[config.mk]
export PLATFORM = sky130hd
export DESIGN_NAME = priority_decoder_stream
export DESIGN_NICKNAME = d
export VERILOG_FILES = /design/src/rtl/priority_decoder_stream.sv
export SDC_FILE = /design/constraint.sdc
export NUM_CORES = 1
export LEC_CHECK = 0
export ABC_AREA = 0
export CORE_ASPECT_RATIO = 0.9
export CORE_MARGIN = 5
export CORE_UTILIZATION = 42
export DETAILED_ROUTE_END_ITERATION = 10
export PLACE_DENSITY = 0.75
export RECOVER_POWER = 25
export SLEW_MARGIN = 10
export SYNTH_ARGS = -nofsm -noshare
export SYNTH_HDL_FRONTEND = slang
export SYNTH_SLANG_ARGS = --single-unit
export TNS_END_PERCENT = 30
[constraint.sdc]
create_clock -name clk -period 3.55 [get_ports clk]
set_clock_uncertainty 0.2 [all_clocks]
set_input_delay 0.5325 -clock clk [delete_from_list [all_inputs] [get_ports clk]]
set_output_delay 0.5325 -clock clk [all_outputs]
set_load 0.005 [all_outputs]
[src/rtl/priority_decoder_stream.sv]
// Binary-to-one-hot decoder behind a small valid/ready FIFO. Decode happens at push; head is presented one cycle after a push into empty.
// Backpressure: in_ready is registered !full; out_* hold while out_valid && !out_ready.
module priority_decoder_stream #(
  parameter int N_OUT      = 8,
  parameter int CODE_W     = 3,
  parameter int FIFO_DEPTH = 2
) (
  input  logic                          clk,
  input  logic                          rst,
  input  logic                          in_valid,
  output logic                          in_ready,
  input  logic [CODE_W-1:0]             in_code,
  output logic                          out_valid,
  input  logic                          out_ready,
  output logic [N_OUT-1:0]              out_onehot,
  output logic [CODE_W-1:0]             out_code,
  output logic                          out_err,
  output logic [$clog2(FIFO_DEPTH):0]   level
);

  localparam int PW = $clog2(FIFO_DEPTH);
  localparam int LW = PW + 1;
  localparam logic [LW-1:0]     FULL_LVL = LW'(FIFO_DEPTH);
  localparam logic [CODE_W:0]   N_LIMIT  = (CODE_W + 1)'(N_OUT);
  localparam logic [N_OUT-1:0]  ONE_BIT  = N_OUT'(1);

  typedef struct packed {
    logic              err;
    logic [CODE_W-1:0] code;
    logic [N_OUT-1:0]  onehot;
  } entry_t;

  entry_t        mem [FIFO_DEPTH];
  entry_t        din;
  entry_t        head;
  logic [PW-1:0] wr_ptr;
  logic [PW-1:0] rd_ptr;
  logic [LW-1:0] level_nxt;
  logic          push;
  logic          pop;

  assign push      = in_valid && in_ready;
  assign out_valid = (level != '0);
  assign pop       = out_valid && out_ready;

  // Out-of-range codes are flagged rather than aliased onto a lower output.
  always_comb begin
    din      = '0;
    din.code = in_code;
    if ({1'b0, in_code} < N_LIMIT) begin
      din.onehot = ONE_BIT << in_code;
    end else begin
      din.err = 1'b1;
    end
  end

  always_comb begin
    level_nxt = level;
    if (push && !pop) begin
      level_nxt = level + LW'(1);
    end else if (!push && pop) begin
      level_nxt = level - LW'(1);
    end
  end

  always_ff @(posedge clk) begin
    if (rst) begin
      wr_ptr   <= '0;
      rd_ptr   <= '0;
      level    <= '0;
      in_ready <= 1'b0;
    end else begin
      if (push) begin
        wr_ptr <= wr_ptr + PW'(1);
      end
      if (pop) begin
        rd_ptr <= rd_ptr + PW'(1);
      end
      level    <= level_nxt;
      in_ready <= (level_nxt != FULL_LVL);
    end
  end

  // Storage needs no reset: the head is masked whenever the FIFO is empty.
  always_ff @(posedge clk) begin
    if (!rst && push) begin
      mem[wr_ptr] <= din;
    end
  end

  assign head       = out_valid ? mem[rd_ptr] : '0;
  assign out_onehot = head.onehot;
  assign out_code   = head.code;
  assign out_err    = head.err;

endmodule
==> results of run 1 <==
[sequential cells by signal, indices dropped and copies added, names as in the netlist, named ones only]
register	count
level	2
rd_ptr	1
mem	22
wr_ptr	1
in_ready	1
[cell usage after synthesis, drive strengths merged (2+ instances only)]
cell type and number:
dfxtp 6, buf 2, mux2i 12, nor3 3
nand2 4, edfxtp 22, and3b 2, inv 3
clkbuf 2, nor3b 4, xnor2 3, nor2 16
[kinds of logic after synthesis]
logic type               share of synthesized area (%)
AND/OR/NAND/NOR                                   14.1
flip-flops                                        65.1
multiplexers                                      10.0
buffers and inverters                             2.61
AO/OA/AOI/OAI                                     3.34
XOR/XNOR                                          3.55
adder cells (fa/ha/maj)                           1.04
other                                            0.313
[layer usage]
metal  track usage, %  part of all wire [%]  vias to the layer above
met4             7.83                   2.7                        0
met2             17.8                    50                       11
li1                 -                     -                      359
met5                0                     0                        -
met3             1.11                   2.8                        5
met1             12.0                    44                      351
[worst max-delay path by stage]
stage | from | end | slack [ns] | depth (start not counted)
3_3_place_gp | level[0] | out_code[2] | 1.27 | 4
6_report | level[0] | out_code[2] | 0.88 | 4
2_1_floorplan | rst | mem[1][0] | 1.32 | 2
5_1_grt | level[0] | out_onehot[3] | 0.76 | 4
3_5_place_dp | level[0] | out_code[2] | 1.24 | 4
4_1_cts | level[0] | out_code[2] | 0.84 | 4
[per-stage QoR]
step                instances  power (mW)  utilization (%)  cell area, um^2
floorplan                  89       0.664                -             1200
global placement          148       0.848             53.0             1460
detailed placement        148       0.859             53.0             1460
CTS                       152        1.07             54.9             1510
global route              152        1.10             54.8             1510
finish                    152        1.05             54.8             1510
[cell type report]
type | instances | area, um^2
fill | 238 | 1240
clock buffer | 3 | 22.5
clock inverter | 1 | 30.0
inverter | 3 | 11.3
sequential | 28 | 781
timing repair buffer | 23 | 225
multi-input combinational | 54 | 385
tap | 40 | 50.0
[worst max-delay path, delay by kind of cell (launching register included)]
family                   cells  cell delay [ns]
flip-flops                   1             0.45
buffers and inverters        2             0.59
adder cells (fa/ha/maj)      1             0.38
AND/OR/NAND/NOR              1             0.19
[power breakdown]
group          total (mW)  leakage (nW)  switching (mW)  internal [mW]
clock               0.209        0.0279          0.0943          0.114
sequential          0.429         0.253          0.0404          0.389
combinational       0.415         0.247           0.174          0.240
total                1.05         0.528           0.309          0.744
==> flow_summary.yaml, run 1 <==
final_layout:
  nNetsFinal: 121
  antenna-diode-count: 0
  final_common_cell: "edfxtp_1"
  most-common-layout-cells: "edfxtp_1, clkdlybuf4s50_1, nor2_1, mux2i_1, dfxtp_1"
  syn_to_final_growth_pct: 25.4
  drive_gt1_share_pct: 10.7
drt:
  wirelength_um: 2010
  drcViolationCount: 0
  drtIter0Drc: 15
  routedWlPerCell_um: 13.2
  ant_nets: 0
  drtPass1Iterations: 4
  vias: 726
  viasPerCell: 4.78
clocking:
  numCtsBuffers: 3
  post_cts_resized: 0
  cts_buffer_depth: 2
  cts_tree: "done"
  cts_sinks: 28
  post_cts_buffers: 0
  htreeDepth: 1
  hold_buffers: 0
  cts-root-buf: "clkbuf_4"
  clkLatencyLatePin_ns: 0.33
  clkTransAtPathRegs_ns: 0.15
setup_path:
  cpPeakStageDelay_ns: 0.52
  r2r_slack_ns: 1.64
  cp.arrival_ns: 1.94
  r2r-end: "in_ready"
  rr_worst_depth: 6
  worstSetupEndpointType: "output port"
  worstReg2RegStart: "level[0]"
  required_ns: 2.82
  crit_slowest_cell: "clkdlybuf4s50_1"
  cp_cell_sequence: "inv_1, ha_1, nor2_1, clkdlybuf4s50_1"
  startpoint_type: "register"
  worstSetupPathType: "register to output port"
  crit_fanout: 13
sta:
  setup_viol: 0
  hold_slack_ns: 0.333
  period_needed_ns: 2.67
  hold_viol_final: 0
  tns_ns: 0
  fin_crit_sh_pct: 75.2
  tightest_slew_ns: 0.626
  rsz0062_at_grt: "no"
  fin_ws_ns: 0.882
  max_freq_mhz: 375
  slew_headroom_pct: 58.2
  slew_violations: 0
synthesis:
  yosysSeqAreaShare_pct: 65.1
  synth_cell_types: 26
  synth_top_area_share_pct: 55.1
  synth_area_leader_cell: "edfxtp_1"
  synth_area_leaders: "edfxtp_1, dfxtp_1, mux2i_1, nor2_1, nor3b_1"
  async_flop_share_pct: 0
  synth_edf_count: 22
  syn_area_per_cell_um2: 13.5
  netlist_instances: 89
  synth_ff_type: "edfxtp_1"
  synth_fp_nets: 97
  synth-seq-cells: 28
  yosys_warnings: 0
  syn_area_mm2: 0.00120
die:
  die-area_mm2: 0.00403
  io_pins: 23
  coreArea_mm2: 0.00275
  dieWidth_um: 66.3
  die_height_um: 60.7
  fp-row-count: 18
  start_util_pct: 43.7
global_routing:
  grt_usage_pct: 10.4
  grt_max_degree: 17
  grt_pass1_vias: 653
  overflow: 0
  grt_antenna_before_repair: 0
  grt_pass1_wl_um: 3020
placed_design:
  dpl.hpwl_um: 1430
  portBuffers: 21
  post-place-ws_ns: 1.24
  gp_congestion: 0.695
pwr:
  p_leak_nw: 0.528
  ir_worst_vdd_mv: 0.324
  power_density_mw_per_mm2: 699
hold_path:
  hold_class: "register to register"
  whs_path_depth: 2
  hp-start: "rd_ptr"
flow_run:
  cap_viol_max_count: 0
status:
  status: "completed"
Power figures use the tool's default switching activity.
==> run 2, diff against run 1 <==
Clock period 3.55 ns to 2.8 ns, I/O delays scaled along.
==> run 2 against run 1 <==
Die area is the same. Final cell count is the same. Final area is the same. Critical path depth is the same. Worst setup slack lost 0.63 ns. Routed wire length shrank 1.1%. Non-clock buffer count is the same. Worst hold slack lost 0.0019 ns. Via count shrank 0.28%.
==> flow_summary.yaml, run 2 (synthesis results as in run 1) <==
status:
  status: "completed"
drt:
  viasPerCell: 4.76
  drtPass1Iterations: 4
  drtIter0Drc: 10
  drcViolationCount: 0
  routedWlPerCell_um: 13.1
  ant_nets: 0
  wirelength_um: 1990
  vias: 724
hold_path:
  hold_class: "register to register"
die:
  die-area_mm2: 0.00403
  dieWidth_um: 66.3
  io_pins: 23
  die_height_um: 60.7
  start_util_pct: 43.7
  fp-row-count: 18
  coreArea_mm2: 0.00275
sta:
  tightest_slew_ns: 0.628
  setup_viol: 0
  fin_crit_sh_pct: 91.1
  period_needed_ns: 2.55
  rsz0062_at_grt: "no"
  slew_headroom_pct: 58.1
  tns_ns: 0
  fin_ws_ns: 0.250
  max_freq_mhz: 392
  hold_viol_final: 0
  hold_slack_ns: 0.331
  slew_violations: 0
global_routing:
  grt_usage_pct: 10.4
  grt_antenna_before_repair: 0
  grt_pass1_wl_um: 3040
  grt_max_degree: 17
  grt_pass1_vias: 652
  overflow: 0
pwr:
  power_density_mw_per_mm2: 884
  ir_worst_vdd_mv: 0.355
  power.total_mw: 1.33
  p_leak_nw: 0.528
setup_path:
  worstSetupEndpointType: "output port"
  cp.arrival_ns: 1.93
  worstSetupPathType: "register to output port"
  cpPeakStageDelay_ns: 0.51
  required_ns: 2.18
  path_delay_family: "buffers and inverters"
  crit_buf_inv: 2
  crit_fanout: 13
  crit_slowest_cell: "clkdlybuf4s50_1"
  startpoint_type: "register"
  cp_cell_sequence: "inv_1, ha_1, nor2_1, clkdlybuf4s50_1"
clocking:
  post_cts_resized: 0
  cts-root-buf: "clkbuf_4"
  numCtsBuffers: 3
  clkTransAtPathRegs_ns: 0.14
  htreeDepth: 1
  post_cts_buffers: 0
  cts_sinks: 28
  clkLatencyLatePin_ns: 0.32
  hold_buffers: 0
  cts_tree: "done"
  cts_buffer_depth: 2
final_layout:
  antenna-diode-count: 0
  drive_gt1_share_pct: 10.7
  final_common_cell: "edfxtp_1"
  most-common-layout-cells: "edfxtp_1, clkdlybuf4s50_1, nor2_1, mux2i_1, dfxtp_1"
  syn_to_final_growth_pct: 25.4
  reg_top3: "mem x22, level x2"
  nNetsFinal: 121
  finalNonFillerCells: 152
  largest_register: "mem"
  fill_cells: 243
  largest_register_ffs: 22
placed_design:
  gp_congestion: 0.696
  dpl.hpwl_um: 1410
  portBuffers: 21
  post-place-ws_ns: 0.599
  dp_cells: 148
flow_run:
  cap_viol_max_count: 0
-- run 2: cell counts in the layout (fill, tap and decap cells not counted) --
No cell type changed its count.
-- run 2: worst paths after layout --
| check | from | endpoint | slack (ns) | depth (start not counted) |
|---|---|---|---|---|
| setup / recovery | level[0] | out_code[2] | 0.25 | 4 |
| hold / removal | rd_ptr | register | 0.33 | 2 |
| setup reg to reg | level[0] | level[1] | 0.89 | 6 |
| hold reg to reg | rd_ptr | register | 0.33 | 2 |
-- run 2: routing by layer --
metal / global-route usage, % / routed length [um] / up-vias / part of all wire [%]
li1: - / - / 359 / -
met1: 11.9 / 829 / 353 / 42
met2: 18.5 / 1070 / 10 / 54
met3: 1.67 / 61 / 2 / 3.1
met4: 6.09 / 27 / 0 / 1.4
met5: 0 / 0 / - / 0
-- run 2: where the power goes --
group	total (mW)	leakage, nW	switching [mW]	internal, mW
clock network	0.261	0.0279	0.117	0.145
logic	0.524	0.247	0.220	0.305
registers	0.545	0.253	0.0513	0.493
total	1.33	0.528	0.388	0.943
-- run 2: cell type report --
class	count	area, um^2	share of cell area, %
repair buffers	23	225	15.0
inverters	3	11.3	0.748
clock inverters	1	30.0	2.00
clock buffers	3	22.5	1.50
well taps	40	50.0	3.33
multi-input cells	54	385	25.6
flip-flops and latches	28	781	51.9
-- run 2: tightest hold or removal path: stages (launching register included) --
cell and delay (ns):
dfxtp_1 0.35, xnor2_1 0.08, nor2_1 0.08
-- run 2: through the flow --
stage / area, um^2 / util [%]
finish: 1510 / 54.8
global route: 1510 / 54.8
CTS: 1510 / 54.9
global placement: 1460 / 53.0
detailed placement: 1460 / 53.0
floorplan: 1200 / -
==> run 3, diff against run 2 <==
Settings changed: PLACE_DENSITY 0.75 to 0.69.
==> run 3 against run 2 <==
Register-to-register slack got worse by 0.04 ns. Non-clock buffer count is the same. Sequential power is essentially flat. Final area is the same. Critical path depth unchanged. Via count grew 2.5%. Die area is the same. Critical endpoint unchanged. Highest routed layer unchanged.
==> flow_summary.yaml, run 3 (synthesis results as in run 1) <==
status:
  status: "completed"
final_layout:
  multiInputGateArea_um2: 385
  register_area_um2: 781
  final_common_cell: "edfxtp_1"
  nNetsFinal: 121
  largest_register_ffs: 22
  antenna-diode-count: 0
  drive_gt1_share_pct: 10.7
  syn_to_final_growth_pct: 25.4
  reg_top3: "mem x22, level x2"
  fill_cells: 257
  largest_register: "mem"
  most-common-layout-cells: "edfxtp_1, clkdlybuf4s50_1, nor2_1, mux2i_1, dfxtp_1"
setup_path:
  worstSetupPathType: "register to output port"
  cp_cell_sequence: "inv_1, ha_1, nor2_1, clkdlybuf4s50_1"
  r2r-end: "level[1]"
  crit_buf_inv: 2
  crit_slowest_cell: "clkdlybuf4s50_1"
  rr_worst_depth: 6
  startpoint_type: "register"
  required_ns: 2.18
  cpPeakStageDelay_ns: 0.52
  crit_fanout: 13
  worstReg2RegStart: "level[0]"
  worstSetupEndpointType: "output port"
  r2r_slack_ns: 0.85
  path_delay_family: "buffers and inverters"
  cp.arrival_ns: 1.97
pwr:
  power.total_mw: 1.34
  ir_worst_vdd_mv: 0.502
  p_leak_nw: 0.528
  power_density_mw_per_mm2: 889
global_routing:
  overflow: 0
  grt_pass1_vias: 782
  busiest_layer: "met2"
  grt_antenna_before_repair: 0
  grt_usage_pct: 12.7
  grt_max_degree: 17
  grtUsageMet2_pct: 23.9
  gr-usage-met3_pct: 1.85
  grt_pass1_wl_um: 3620
  met1_usage_pct: 12.9
hold_path:
  hold_class: "register to register"
  hp-start: "rd_ptr"
  whs_path_depth: 2
die:
  die_height_um: 60.7
  fp-row-count: 18
  io_pins: 23
  start_util_pct: 43.7
  die-area_mm2: 0.00403
  coreArea_mm2: 0.00275
  dieWidth_um: 66.3
placed_design:
  gp_congestion: 0.643
  dpl.hpwl_um: 1540
  portBuffers: 21
drt:
  viasPerCell: 4.88
  routedWlPerCell_um: 14.7
  drtIter0Drc: 20
  ant_nets: 0
  drcViolationCount: 0
  wirelength_um: 2230
  vias: 742
  drtPass1Iterations: 2
clocking:
  cts_tree: "done"
  post_cts_resized: 0
  clkLatencyLatePin_ns: 0.33
  numCtsBuffers: 3
  cts_sinks: 28
  post_cts_buffers: 0
  htreeDepth: 1
  hold_buffers: 0
  cts_buffer_depth: 2
  cts-root-buf: "clkbuf_4"
  clkTransAtPathRegs_ns: 0.15
sta:
  slew_headroom_pct: 58.9
  period_needed_ns: 2.59
  tightest_slew_ns: 0.615
  hold_viol_final: 0
  slew_violations: 0
  tns_ns: 0
  fin_crit_sh_pct: 92.3
  rsz0062_at_grt: "no"
  max_freq_mhz: 387
  hold_slack_ns: 0.353
  setup_viol: 0
flow_run:
  cap_viol_max_count: 0
## run 3: cell counts in the layout (fill, tap and decap cells not counted)
No cell type changed its count.
## run 3: routing by layer
layer	up-vias	part of all wire, %	wire, um
met5	-	0	0
met4	0	2.7	61
met3	4	2.6	59
met2	12	55	1230
met1	366	39	876
li1	360	-	-
## run 3: power breakdown
group	leakage, nW	switching [mW]	internal (mW)	total, mW
sequential	0.253	0.0524	0.493	0.546
combinational	0.247	0.225	0.305	0.530
clock	0.0279	0.117	0.145	0.262
## run 3: how the worst max path moves through the flow
| stage | start | to | slack (ns) | cells past startpoint |
|---|---|---|---|---|
| 4_1_cts | level[0] | out_code[2] | 0.17 | 4 |
| 2_1_floorplan | rst | mem[1][0] | 0.68 | 2 |
| 3_3_place_gp | level[0] | out_code[2] | 0.63 | 4 |
| 5_1_grt | level[0] | out_onehot[4] | 0.05 | 4 |
| 6_report | level[0] | out_code[2] | 0.21 | 4 |
| 3_5_place_dp | level[0] | out_code[2] | 0.57 | 4 |
## run 3: cell type report
type	count	area share [%]
clock inverters	1	2.00
well taps	40	3.33
inverters	3	0.748
repair buffers	23	15.0
multi-input cells	54	25.6
flip-flops and latches	28	51.9
clock buffers	3	1.50
## run 3: metrics by stage
stage	cells	utilization (%)	cell area (um^2)	worst slack [ns]
finish	152	54.8	1510	0.215
CTS	152	54.9	1510	0.167
global placement	148	53.0	1460	0.627
global route	152	54.8	1510	0.0533
floorplan	89	-	1200	0.683
detailed placement	148	53.0	1460	0.566
## run 3: worst min-delay path: cells and delay by family, from the launching register on
| family | cells | cell delay (ns) |
|---|---|---|
| simple gates | 1 | 0.08 |
| xor+xnor | 1 | 0.09 |
| flops | 1 | 0.36 |
